### src/rtl/a1csa_vl_ctrl_if.sv
// a1csa_vl_ctrl_if: operand/result handshake bundle for the variable-latency adder wrapper.
interface a1csa_vl_ctrl_if #(parameter int N = 16);
    logic [N-1:0] a;
    logic [N-1:0] b;
    logic         cin;
    logic         in_valid;
    logic         in_ready;
    logic [N-1:0] sum;
    logic         cout;
    logic         recov;
    logic         out_valid;
    logic         out_ready;
    logic [15:0]  err_cnt;
    modport master (
        output a, b, cin, in_valid, out_ready,
        input  in_ready, sum, cout, recov, out_valid, err_cnt
    );
    modport slave (
        input  a, b, cin, in_valid, out_ready,
        output in_ready, sum, cout, recov, out_valid, err_cnt
    );
endinterface

### src/rtl/a1csa_vl_ctrl.sv
// a1csa_vl_ctrl: variable-latency approximate carry-select adder with exact one-cycle recovery.
// Define A1CSA_ERR_CNT_EN to enable the saturating recovery counter on err_cnt.
module a1csa_vl_ctrl #(
    parameter int N   = 16,
    parameter int SEG = 4
) (
    input logic           clk,
    input logic           rst,
    a1csa_vl_ctrl_if.slave bus
);
    localparam int K = N / SEG;
    typedef enum logic [1:0] {IDLE, EVAL, FIX, DONE} state_t;
    state_t       state, state_nx;
    logic [N-1:0] a_r, b_r, sum_r, sum_spec;
    logic         cin_r, cout_r, recov_r, cout_spec, err, accept;
    logic [K-1:0] p, cz, cspec;
    logic [N:0]   exact;
    genvar k;
    // Each segment speculates its carry-in from the previous segment's zero-carry-in carry-out.
    for (k = 0; k < K; k++) begin : g_seg
        logic [SEG:0] z;
        assign z = {1'b0, a_r[k*SEG +: SEG]} + {1'b0, b_r[k*SEG +: SEG]};
        assign cz[k] = z[SEG];
        assign p[k] = &(a_r[k*SEG +: SEG] ^ b_r[k*SEG +: SEG]);
        assign sum_spec[k*SEG +: SEG] = z[SEG-1:0] + {{(SEG-1){1'b0}}, cspec[k]};
        if (k == 0) begin : g_c0
            assign cspec[k] = cin_r;
        end else begin : g_ck
            assign cspec[k] = cz[k-1];
        end
    end
    // A propagating segment fed a carry is the only way a speculated carry goes wrong.
    assign err = |(p[K-2:0] & cspec[K-2:0]);
    assign cout_spec = cz[K-1] | (p[K-1] & cspec[K-1]);
    assign exact = {1'b0, a_r} + {1'b0, b_r} + {{N{1'b0}}, cin_r};
    assign bus.in_ready = (state == IDLE) | (state == DONE & bus.out_ready);
    assign bus.out_valid = state == DONE;
    assign bus.sum = sum_r;
    assign bus.cout = cout_r;
    assign bus.recov = recov_r;
    assign accept = bus.in_valid & bus.in_ready;
    always_comb begin
        state_nx = state;
        case (state)
            IDLE: state_nx = accept ? EVAL : IDLE;
            EVAL: state_nx = err ? FIX : DONE;
            FIX:  state_nx = DONE;
            DONE: state_nx = !bus.out_ready ? DONE : accept ? EVAL : IDLE;
            default: state_nx = IDLE;
        endcase
    end
    always_ff @(posedge clk) begin
        if (rst) begin
            state   <= IDLE;
            a_r     <= '0;
            b_r     <= '0;
            cin_r   <= 1'b0;
            sum_r   <= '0;
            cout_r  <= 1'b0;
            recov_r <= 1'b0;
        end else begin
            state <= state_nx;
            if (accept) begin
                a_r   <= bus.a;
                b_r   <= bus.b;
                cin_r <= bus.cin;
            end
            if (state == EVAL && !err) begin
                sum_r   <= sum_spec;
                cout_r  <= cout_spec;
                recov_r <= 1'b0;
            end
            if (state == FIX) begin
                sum_r   <= exact[N-1:0];
                cout_r  <= exact[N];
                recov_r <= 1'b1;
            end
        end
    end
`ifdef A1CSA_ERR_CNT_EN
    logic [15:0] cnt;
    always_ff @(posedge clk) begin
        if (rst)
            cnt <= '0;
        else if (state == EVAL && err && cnt != 16'hFFFF)
            cnt <= cnt + 16'd1;
    end
    assign bus.err_cnt = cnt;
`else
    assign bus.err_cnt = '0;
`endif
endmodule

### src/flat_wrapper.sv
// flat-port wrapper written by rule: the top's interface ports become plain ports
module a1csa_vl_ctrl_flat 
#(
    parameter int N   = 16,
    parameter int SEG = 4
)
  (clk, rst, bus_a, bus_b, bus_cin, bus_in_valid, bus_out_ready, bus_in_ready, bus_sum, bus_cout, bus_recov, bus_out_valid, bus_err_cnt);
  a1csa_vl_ctrl_if #(.N(N)) bus_i ();
  input logic clk;
  input logic rst;
  input wire logic [$bits(bus_i.a)-1:0] bus_a;
  input wire logic [$bits(bus_i.b)-1:0] bus_b;
  input wire logic [$bits(bus_i.cin)-1:0] bus_cin;
  input wire logic [$bits(bus_i.in_valid)-1:0] bus_in_valid;
  input wire logic [$bits(bus_i.out_ready)-1:0] bus_out_ready;
  output wire logic [$bits(bus_i.in_ready)-1:0] bus_in_ready;
  output wire logic [$bits(bus_i.sum)-1:0] bus_sum;
  output wire logic [$bits(bus_i.cout)-1:0] bus_cout;
  output wire logic [$bits(bus_i.recov)-1:0] bus_recov;
  output wire logic [$bits(bus_i.out_valid)-1:0] bus_out_valid;
  output wire logic [$bits(bus_i.err_cnt)-1:0] bus_err_cnt;
  assign bus_i.a = bus_a;
  assign bus_i.b = bus_b;
  assign bus_i.cin = bus_cin;
  assign bus_i.in_valid = bus_in_valid;
  assign bus_i.out_ready = bus_out_ready;
  assign bus_in_ready = bus_i.in_ready;
  assign bus_sum = bus_i.sum;
  assign bus_cout = bus_i.cout;
  assign bus_recov = bus_i.recov;
  assign bus_out_valid = bus_i.out_valid;
  assign bus_err_cnt = bus_i.err_cnt;
  a1csa_vl_ctrl #(.N(N), .SEG(SEG)) u_core (.clk(clk), .rst(rst), .bus(bus_i));
endmodule
### config.mk
export PLATFORM = sky130hd
export DESIGN_NAME = a1csa_vl_ctrl_flat
export DESIGN_NICKNAME = d
export VERILOG_FILES = /design/src/rtl/a1csa_vl_ctrl_if.sv /design/src/rtl/a1csa_vl_ctrl.sv /design/src/flat_wrapper.sv
export SDC_FILE = /design/constraint.sdc
export NUM_CORES = 1
export LEC_CHECK = 0
export CORE_ASPECT_RATIO = 0.7
export CORE_MARGIN = 10
export CORE_UTILIZATION = 40
export DETAILED_ROUTE_END_ITERATION = 8
export PLACE_DENSITY_LB_ADDON = 0.25
export RECOVER_POWER = 50
export REMOVE_ABC_BUFFERS = 1
export SLEW_MARGIN = 20
export SYNTH_ARGS = -nofsm -noshare
export SYNTH_HDL_FRONTEND = slang
export SYNTH_SLANG_ARGS = --single-unit
### constraint.sdc
create_clock -name clk -period 2.9 [get_ports clk]
set_input_delay 0.29 -clock clk [delete_from_list [all_inputs] [get_ports clk]]
set_output_delay 0.29 -clock clk [all_outputs]
set_load 0.02 [all_outputs]
---- After elaboration in Yosys (flattened, before gate mapping) ----
Index checks and enable logic that the tools add are counted.
word-level totals
  register bits after elaboration ......... 53
  input port bits ......................... 37
  output and inout bits ................... 36
  logic and storage cells ................. 49
cells by class
  add/subtract/negate cells ............... 10
  eq/ne operators ......................... 3
  muxes and demuxes ....................... 10
  bitwise gates (word level) .............. 10
  reduce and logical (&&, ||, !) cells .... 9
operator list
  operator            count
  $mux 16             2
  $add 4x4->5         4
  $add 16x16->17      1
  $add 17x1->17       1
  $add 4x1->4         4
  $reduce_and 4->1    4
  $xor 4x4->4         4
  $pmux 2 s4          1
  $mux 1              6
  $eq 2x2->1 const B  2
  $and 1x1->1         3
  $and 3x3->3         1
  $reduce_or 3->1     1
  $eq 2x1->1 const B  1
  $logic_not 2->1     1
  $mux 2              1
  $or 1x1->1          2
  $reduce_bool 2->1   1
  $logic_and 1x1->1   1
  $logic_not 1->1     1

---- Longest topological paths before layout ----
  depth after elaboration ................. 8
  gate-level depth with buffers ........... 12
  gate-level depth less buffers ........... 12

---- Least setup slack after synthesis ----
No wires, ideal clock.
  path kind ............................... register -> register
  start point ............................. reg u_core.b_r[4]
  end point ............................... reg u_core.sum_r[9] (netlist: u_core.bus.sum[9])
  setup time .............................. 137 ps
  data arrival time ....................... 2207 ps
  required time ........................... 2763 ps
  slack ................................... 556 ps
  cell stages (with the launch flop) ...... 11
  buffers on the path ..................... 0
  period minus slack after synthesis ...... 2344 ps
  cell sequence ........................... dfxtp_1 -> ha_1 -> inv_1 -> fa_1 -> nand2b_1 -> a21oi_1 -> ha_1 -> ha_1 -> and2_1 -> a211oi_1 -> a211oi_1
on the way
  word-level cells in the longest chain between the ends .. 7
  elaborated cells between the ends (all ways) .. 13
  classes of those cells .................. add/sub (4); mux (2); bitwise (2); reduce/logical (5)
ends and longest elaborated chain
  what                                                                    RTL line             source
  from (decl)                                                             a1csa_vl_ctrl.sv:14  logic [N-1:0] a_r, b_r, sum_r, sum_spec;
  from (signal assigned)                                                  a1csa_vl_ctrl.sv:65  b_r <= bus.b;
  parallel branches: the longest is 7 deep, another holds $add 16x16->17  -
  to (signal assigned)                                                    a1csa_vl_ctrl.sv:69  sum_r <= sum_spec;
  to (signal assigned)                                                    a1csa_vl_ctrl.sv:74  sum_r <= exact[N-1:0];
  to (decl)                                                               a1csa_vl_ctrl.sv:14
Parallel ways; which one is timed is not known. The select of a mux whose other input is x is not followed.
A chain may end at the register's enable or synchronous reset.

---- Worst setup path after layout ----
  start point ............................. reg u_core.a_r[4]
  end point ............................... reg u_core.sum_r[11] (netlist: u_core.bus.sum[11])
on the way
  word-level cells in the longest chain between the ends .. 7
  elaborated cells between the ends (all ways) .. 13
  classes of those cells .................. add/sub (4); mux (2); bitwise (2); reduce/logical (5)
ends and longest elaborated chain
  what                                                                    RTL line             source
  from (decl)                                                             a1csa_vl_ctrl.sv:14
  from (signal assigned)                                                  a1csa_vl_ctrl.sv:64  a_r <= bus.a;
  parallel branches: the longest is 7 deep, another holds $add 16x16->17  -
Parallel ways; which one is timed is not known. The select of a mux whose other input is x is not followed.

==> metrics <==
outcome=completed; fraction of power spent switching nets=0.344; maximum clock path buffer count=2; largest vdd supply drop=0.000203 V; sequential-to-total area share from yosys stat=0.312; sequential standard cell area=1060 µm²; DRC violation count after routing=0; data arrival time at the worst-slack endpoint=2900 ps; average wire per standard cell=15.2 µm; Antenna Diode Count=0; part of the power in registers=0.399; synthesized area per cell=7.86 µm²; number of max-slew violations in the final report=0; unique cell type count in the Yosys netlist=54; effective utilization at floorplan=0.406; FP Rows=28; CP Max Fanout=4; number of hold-slack violations in the final timing report=0; number of nets in the finished design=541; worst endpoint required time=3140 ps; Internal Pwr Total=0.00142 W; setup TNS=0 ps; number of top-level pins=73; Max Freq=376 MHz; cell area after synthesis=3400 µm²; number of detailed-routing iterations run before antenna repair=4; worst hold margin=458 ps; Vias per Instance=5.13; RSZ-0062 raised after global routing=no; part of the total power dissipated in the clock network=0.272; Setup crit end kind=register; share of cells above drive strength 1=0.0504; Startpoint Class=register; Layout area overhead=20.3%; vias in the first global route=2878; Yosys warning total=0; clock root buffer=clkbuf_16; total of max-cap violations=0; final wirelength=8820 µm; # placed instances=573; clock edge transition at the registers on the reported setup and hold paths=70 ps; total net switching power=0.000744 W; Syn Inst Count=432; Most used DFF post-synth=dfxtp_1; path class of the lowest-slack min-delay path=reg2reg; power density over cell area=529 nW/µm²; final setup violation count=0; Die Area=12600 µm²; total global-route track usage=0.140; Max H-tree Level=2; global-route wire length before repair=14500 µm; ANT nets after route=0; transition time of the tightest slew-check pin=1420 ps; portion of total power attributed to combinational logic=0.330; post-route non-filler standard cell count=581; Port Buf Inserts=56; Slew Limit Headroom=0.0536; Core ar.=8370 µm²; GRT Residual Overflow=0; Tcrit/Tclk final=0.917; Detailed Place HPWL=6740 µm; number of buffers added by the clock tree synthesis step=5; Clk Latency, worst-skew pair=290 ps; antenna violations before repair=0; number of enable-type register cells in the synthesized netlist=0; Post-synth ARST share=0; count of hold buffers inserted by post-cts repair=0; clock tree from TritonCTS=built; # Post-CTS Setup Buffers=0; Die X-Extent=130 µm; count of filler cells inserted in the layout=851; combined area of the multi-input logic cells=2110 µm²; Final WS setup=242 ps; critical setup path kind=reg2reg; Worst Skew=3.34 ps; maximum number of pins on one net before global-route repair=34; overall power=0.00216 W; minimum clock period after layout=2660 ps; vertical extent of the die=97.1 µm; LEAKAGE=1.65 nW; number of design-rule violations left by the first detailed-router iteration=193; gp weighted congestion=0.874; vias post-DR=2981; pre-CTS worst setup slack=296 ps; synthesized flop and latch total=53; total clock sinks=53
## power by group through the flow
stage / Sequential [W] / Combinational, W / Clock, W
detailed placement: 0.000880 / 0.000722 / 0
global route: 0.000872 / 0.000798 / 0.000634
CTS: 0.000863 / 0.000728 / 0.000603
floorplan: 0.000907 / 0.000421 / 0
finish: 0.000861 / 0.000712 / 0.000587
global placement: 0.000877 / 0.000713 / 0
## layout make-up
type                            count  area share
Multi-Input combinational cell    340       0.517
Sequential cell                    53       0.260
Clock buffer                        6      0.0315
Tap cell                          105      0.0322
Timing Repair Buffer               61       0.144
Inverter                           14      0.0129
Clock inverter                      2     0.00245
## placed cells by master (no fill, tap or decap), types with 8 or more instances in the layout
cell,instances
nand2_1,92
conb_1,16
o21ai_0,14
xnor2_1,18
nor2_1,21
ha_1,24
dfxtp_1,53
inv_1,14
dlygate4sd3_1,18
nand2b_1,8
clkdlybuf4s50_1,37
a21oi_1,64
xor2_1,8
## sequential cells by signal, summed over array words and instances (netlist names)
name / cells
u_core.cin_r: 1
u_core.b_r: 16
u_core.a_r: 16
u_core.bus.recov: 1
u_core.bus.sum: 16
u_core.bus.cout: 1
u_core.state: 2
## through the flow
stage          cell area, µm²  utilization
2_1_floorplan            3220            -
3_3_place_gp             3950        0.471
3_5_place_dp             3950        0.471
4_1_cts                  4080        0.488
5_1_grt                  4090        0.488
6_report                 4090        0.488
## Yosys cell counts, drive strengths merged (3+ instances only)
library cell | count | share of area
a211oi | 5 | 0.011
a21o | 4 | 0.0088
a21oi | 65 | 0.097
and2 | 3 | 0.0055
buf | 28 | 0.055
clkbuf | 12 | 0.013
dfxtp | 53 | 0.31
fa | 5 | 0.029
ha | 24 | 0.088
inv | 14 | 0.015
nand2 | 93 | 0.10
nand2b | 8 | 0.015
nand3 | 3 | 0.0044
nand4 | 4 | 0.0074
nor2 | 22 | 0.025
nor2b | 5 | 0.0092
nor3 | 3 | 0.0044
o21ai | 19 | 0.028
o22ai | 3 | 0.0055
xnor2 | 18 | 0.046
xor2 | 8 | 0.021
## final timing paths
path	start	end	slack, ps	cells past startpoint
max	u_core.a_r[4]	u_core.bus.sum[11]	240	11
min	u_core.a_r[2]	u_core.a_r[2]	460	2
max reg2reg	u_core.a_r[4]	u_core.bus.sum[11]	240	11
min reg2reg	u_core.a_r[2]	u_core.a_r[2]	460	2
## logic make-up (layout without fill, tap and decap cells)
| family | Yosys count | after routing | share of synthesized area |
|---|---|---|---|
| other | 1 | 16 | 0.00110 |
| xor gates and xnor gates | 26 | 26 | 0.0670 |
| muxes | 2 | 2 | 0.00626 |
| adders and majority gates | 29 | 29 | 0.118 |
| AOI/OAI and AO/OA | 122 | 122 | 0.229 |
| DFF | 53 | 53 | 0.312 |
| and+or+nand+nor | 145 | 145 | 0.182 |
| buffers and inverters | 54 | 83 | 0.0840 |
## repair_timing
action                                  4_1_cts  5_1_grt
gates resized for setup                       0        1
endpoints found under the setup margin        0        1
endpoints found under the hold margin         0        0
## routing by layer
| metal | wire length [µm] | vias up | part of all wire | track usage |
|---|---|---|---|---|
| met5 | 0 | - | 0 | 0 |
| met4 | 40 | 0 | 0.0045 | 0.0302 |
| met3 | 761 | 4 | 0.086 | 0.0403 |
| met2 | 3440 | 97 | 0.39 | 0.191 |
| met1 | 4570 | 1344 | 0.52 | 0.208 |
| li1 | - | 1536 | - | - |
## worst max-delay path: stages, from the launching register on
cell and delay [ps]:
dfxtp_1 340, ha_1 200, inv_1 70, fa_1 420, nand2b_1 170, a21oi_1 420, ha_1 270, nand3_1 90
xnor2_1 150, xnor2_1 130, a21oi_1 160, o221a_2 190
Note: power is estimated with default switching activity, not from simulation.
